[src/rtl/lcd_bus_receiver.sv]
// Responder for an HD44780-style RS/E/D bus: qualifies E pulses by width, samples on
// the falling edge, decodes char/command writes and tracks cursor and display-on state.
module lcd_bus_receiver #(
  parameter int MIN_E_HIGH  = 1000,
  parameter int BUSY_CYCLES = 4096
) (
  input  logic       CLK,
  input  logic       RST,
  input  logic       RS,
  input  logic       E,
  input  logic [7:0] D,
  input  logic       ERR_CLR,
  output logic [7:0] CHAR_OUT,
  output logic       CHAR_VALID,
  output logic [7:0] CMD_OUT,
  output logic       CMD_VALID,
  output logic [4:0] CURSOR,
  output logic       DISPLAY_ON,
  output logic       BUSY,
  output logic       ERR_SHORT_E,
  output logic       ERR_BUSY_WRITE
);

  localparam int          BW    = $clog2(BUSY_CYCLES + 1);
  localparam logic [13:0] W_MAX = '1;

  typedef enum logic [1:0] {WAIT_LOW, IDLE, PULSE} state_t;

  state_t          state;
  logic            e_m, e_s, e_q;
  logic            rs_q;
  logic [7:0]      d_q;
  logic [13:0]     width;
  logic [BW-1:0]   busy_cnt;
  logic            fall;

  assign fall = e_q & ~e_s;

  // Chain presets high so a pulse already in progress at reset release never
  // looks like a fresh rising edge; WAIT_LOW then holds until E is seen low.
  always_ff @(posedge CLK or posedge RST) begin
    if (RST) begin
      e_m <= 1'b1;
      e_s <= 1'b1;
      e_q <= 1'b1;
    end else begin
      e_m <= E;
      e_s <= e_m;
      e_q <= e_s;
    end
  end

  always_ff @(posedge CLK or posedge RST) begin
    if (RST) begin
      rs_q  <= 1'b0;
      d_q   <= 8'h00;
      width <= '0;
    end else begin
      if (e_s) begin
        rs_q <= RS;
        d_q  <= D;
      end
      if (!e_s)              width <= '0;
      else if (width != W_MAX) width <= width + 14'd1;
    end
  end

  always_ff @(posedge CLK or posedge RST) begin
    if (RST) begin
      state          <= WAIT_LOW;
      CHAR_OUT       <= 8'h00;
      CHAR_VALID     <= 1'b0;
      CMD_OUT        <= 8'h00;
      CMD_VALID      <= 1'b0;
      CURSOR         <= 5'd0;
      DISPLAY_ON     <= 1'b0;
      BUSY           <= 1'b0;
      busy_cnt       <= '0;
      ERR_SHORT_E    <= 1'b0;
      ERR_BUSY_WRITE <= 1'b0;
    end else begin
      CHAR_VALID <= 1'b0;
      CMD_VALID  <= 1'b0;
      if (busy_cnt != '0) busy_cnt <= busy_cnt - 1'b1;
      else                BUSY     <= 1'b0;
      // Clear first so an error flagged in the same cycle overrides it.
      if (ERR_CLR) begin
        ERR_SHORT_E    <= 1'b0;
        ERR_BUSY_WRITE <= 1'b0;
      end
      case (state)
        WAIT_LOW: if (!e_s) state <= IDLE;
        IDLE:     if (e_s)  state <= PULSE;
        PULSE: if (fall) begin
          state <= IDLE;
          if (32'(width) < MIN_E_HIGH) begin
            ERR_SHORT_E <= 1'b1;
          end else if (BUSY) begin
            ERR_BUSY_WRITE <= 1'b1;
          end else begin
            BUSY     <= 1'b1;
            busy_cnt <= BW'(BUSY_CYCLES - 1);
            if (rs_q) begin
              CHAR_OUT   <= d_q;
              CHAR_VALID <= 1'b1;
              CURSOR     <= CURSOR + 5'd1;
            end else begin
              CMD_OUT   <= d_q;
              CMD_VALID <= 1'b1;
              if (d_q[7])                                CURSOR     <= d_q[4:0];
              else if (d_q == 8'h01 || d_q[7:1] == 7'h01) CURSOR     <= 5'd0;
              else if (d_q[7:3] == 5'b00001)             DISPLAY_ON <= d_q[2];
            end
          end
        end
        default: state <= WAIT_LOW;
      endcase
    end
  end

endmodule
[config.mk]
export PLATFORM = sky130hd
export DESIGN_NAME = lcd_bus_receiver
export DESIGN_NICKNAME = d
export VERILOG_FILES = /design/src/rtl/lcd_bus_receiver.sv
export SDC_FILE = /design/constraint.sdc
export NUM_CORES = 1
export LEC_CHECK = 0
export BUFFER_PORTS_ARGS = -buffer_cell sky130_fd_sc_hd__buf_2
export CAP_MARGIN = 10
export CORE_MARGIN = 1.5
export CORE_UTILIZATION = 50
export DETAILED_ROUTE_END_ITERATION = 10
export PLACE_DENSITY_LB_ADDON = 0.05
export SLEW_MARGIN = 20
export SYNTH_ARGS = -nofsm -noshare
export SYNTH_HDL_FRONTEND = slang
export SYNTH_SLANG_ARGS = --single-unit
[constraint.sdc]
create_clock -name CLK -period 3.3 [get_ports CLK]
set_clock_uncertainty 0.1 [all_clocks]
set_input_delay 0.825 -clock CLK [delete_from_list [all_inputs] [get_ports CLK]]
set_output_delay 0.825 -clock CLK [all_outputs]
set_load 0.01 [all_outputs]
==> metrics.md <==
| Metric | Value |
|---|---|
| Status | complete, no violations |
| IO Pins | 40 |
| # diodes | 0 |
| Max IR drop VDD | 0.000363 V |
| Worst reg2reg path startpoint | width[0] |
| Fin Setup TNS | 0 ns |
| First-pass GRT wire length | between 10 and 15 mm |
| 1st-pass router iterations | 4 |
| Vias per inst | around 5.9 |
| DRT antenna net count | 0 |
| Die Y | between 80 and 90 um |
| HPWL after detailed placement | ~4.3 mm |
| Crit. Startpoint | width[0] |
| Cell area after synthesis | 3280 um2 |
| Routed WL | between 6 and 7 mm |
| Sequential fraction of the synthesis area | 52.0% |
| Period utilization | between 60% and 70% |
| Most used DFF post-synth | dfrtp_1 |
| Flop2flop setup slack | around 1 ns |
| Clock Sinks | slightly below 70 |
| Logic pwr share | 5.3% |
| Final Hold Viols | 0 |
| Critical path startpoint category | register |
| TritonCTS Buffers | 9 |
| Fin nets | 345 |
| Post-cts resize count | 0 |
| Grt total ovfl | 0 |
| Slew HR | a little under two fifths |
| Gp weighted congestion | between 0.8 and 0.9 |
| First DRT Iteration DRCs | slightly above 90 |
| Worst hold-check path type | reg2reg |
| Synthesis-to-finish area growth | 15.2% |
| Post-synth top cells | dfrtp_1 (65), nand2_1 (23), mux2_1 (17), nand3_1 (17) |
| Share of cells above drive strength 1 | 26.6% |
| Largest net degree at the start of global routing | 69 |
| #FFs+latches synth | ~70 |
| Max Cap Violations | 0 |
| Initial antenna violation count | 0 |
| Min Clock Period, post-route | between 2 and 2.5 ns |
| Seq pwr share | 48.8% |
| Die width | 84.0 um |
| GR Util All Layers | about a fifth |
| Avg Cell Area, Syn | ~11 um2 |
| Worst r2r path cells | 5 |
| Max-slew violation total from the final report | 0 |
| Area of the die | about 7100 um2 |
| Top-count cell post-synth | dfrtp_1 |
| FP Rows | 29 |
| Initial Utilization | 51.6% |
| CTS tree | yes |
| Number of global-route vias before repair | ~2400 |
| Top-area cell type share of the netlist area | between 40% and 50% |
| Net switching fraction of the power | 23.8% |
| Power Density | between 400 and 500 nW/um2 |
| Maximum clock rate | between 400 and 500 MHz |
| NetSw | ~440 uW |
| YS warnings | 0 |
| CTS clk-pin slew, worst paths | ~0.08 ns |
| Later-pin clock latency in the skew report | 0.35 ns |
| Setup CP Type | reg2reg |
| Core Region | between 6000 and 7000 um2 |
| Port bufs | 39 |
| Worst endpoint required time | roughly 3.4 ns |
| # hold bufs at CTS | 0 |
| RR Endpoint | width[7] |
| Synth area leader | dfrtp_1 |
| CP Capture Point | width[7] |
| Root buffer cell | clkbuf_8 |
| DR WL/cell | around 16 um |
| Number of synthesized flops with an enable pin | 0 |
| Arrival time worst endpoint | 2.41 ns |
| RSZ-0062 raised after global routing | false |
| WHS | 0.259 ns |
| Crit path max fanout | 22 |
| FFs w/ async S/R, synth | 100% |
| Total setup buffers inserted after CTS | 0 |
| Leakage power | 0.00191 uW |
| Synth unique cells | 64 |
| Worst-margin pin slew | roughly 0.93 ns |
| H-tree levels | 3 |
| Clock power frac | 45.9% |
| Non-Filler Instances | roughly 410 |
| Post-synthesis cell count | 286 |
| DR vias | about 2400 |
| Endpoints failing setup | 0 |
| Crit path capture type | register |
| Post-Syn Nets | ~300 |
| Pint | about 1400 uW |
| Max Buffers Root-to-Sink | 2 |
| Dpl cells | between 300 and 400 |
| # DRC | 0 |
| Top cells by area, synth | dfrtp_1 (50%), mux2_1 (5.8%), mux2_2 (3.4%) |
## state kept, by name, summed over array words and instances, names as in the netlist
register        cells
width              14
e_q                 1
CHAR_OUT            8
rs_q                1
d_q                 8
ERR_SHORT_E         1
CMD_VALID           1
CURSOR              5
state               2
e_m                 1
ERR_BUSY_WRITE      1
CHAR_VALID          1
e_s                 1
CMD_OUT             8
busy_cnt           13
BUSY                1
DISPLAY_ON          1
## worst max-delay path, stage by stage (launching register included)
cell,delay (ns)
dfrtp_1,0.41
ha_1,0.22
nand4_2,0.26
nor4_4,0.88
or4_1,0.22
a21oi_1,0.07
## through the flow
step / power [uW] / cell area [um2] / setup WS, ns / utilization [%]
after floorplan: 987 / 3280 / 0.668 / -
after global placement: 1020 / 3530 / 1.10 / 55.6
after detailed placement: 1020 / 3530 / 1.02 / 55.6
after CTS: 1870 / 3780 / 0.998 / 59.5
after global routing: 1920 / 3780 / 0.774 / 59.5
final: 1860 / 3780 / 1.00 / 59.5
## power by group through the flow
| stage | Sequential, uW | Clock [uW] | Combinational, uW |
|---|---|---|---|
| final | 908 | 854 | 97.8 |
| after global routing | 913 | 894 | 110 |
| after CTS | 908 | 866 | 100 |
| after detailed placement | 925 | 0 | 99.1 |
| after global placement | 923 | 0 | 97.6 |
| after floorplan | 905 | 0 | 82.5 |
## cell usage in the layout, fill, tap and decap left out, drive strengths merged, types with 3 or more instances in the layout
cell    Yosys  routed
nand2      23      23
inv         9      10
mux2       27      27
o31ai       8       8
nand2b      5       5
nor4        5       5
nor2       12      12
nor3       10      10
nand3      18      18
or4         8       8
a21oi      13      13
and4        3       3
bufinv      0       3
nand4       4       4
xnor2       3       3
o21ai      14      14
clkbuf      3       9
ha          3       3
dfstp       3       3
buf         5      40
or2         4       4
or3         9       9
dfrtp      65      65
## metal layers
metal | GRT usage (%) | part of all wire [%] | up-vias
met1 | 26.5 | 47 | 1179
met4 | 9.39 | 1.6 | 0
met2 | 31.4 | 47 | 67
li1 | - | - | 1155
met5 | 0 | 0 | -
met3 | 3.86 | 4.4 | 11
## cells by family (layout without fill, tap and decap cells)
kind of cell / Yosys count / count (layout) / share of synthesized area [%]
mux: 28 / 28 / 9.58
xor+xnor: 5 / 5 / 1.34
compound gates: 56 / 56 / 12.3
buf+inv: 17 / 65 / 2.48
fa+ha+maj: 3 / 3 / 1.15
flops: 68 / 68 / 52.0
simple gates: 109 / 109 / 21.2
## final cells by class
type                       count  area [um2]
clock inverter                 7         124
sequential                    68        1710
timing repair buffer          40         203
clock buffer                   9         124
fill                         533        2570
tap                           77        96.3
inverter                       9        33.8
multi-input combinational    201        1490
## how the worst min path moves through the flow
| stage | end | start | cells past startpoint | slack [ns] |
|---|---|---|---|---|
| floorplan | e_s | e_m | 0 | 0.25 |
| global placement | e_s | e_m | 0 | 0.25 |
| detailed placement | e_s | e_m | 0 | 0.25 |
| CTS | e_s | e_m | 0 | 0.26 |
| global route | e_s | e_m | 0 | 0.26 |
| finish | e_s | e_m | 0 | 0.26 |
No activity file was read; power rests on OpenSTA's default activity.
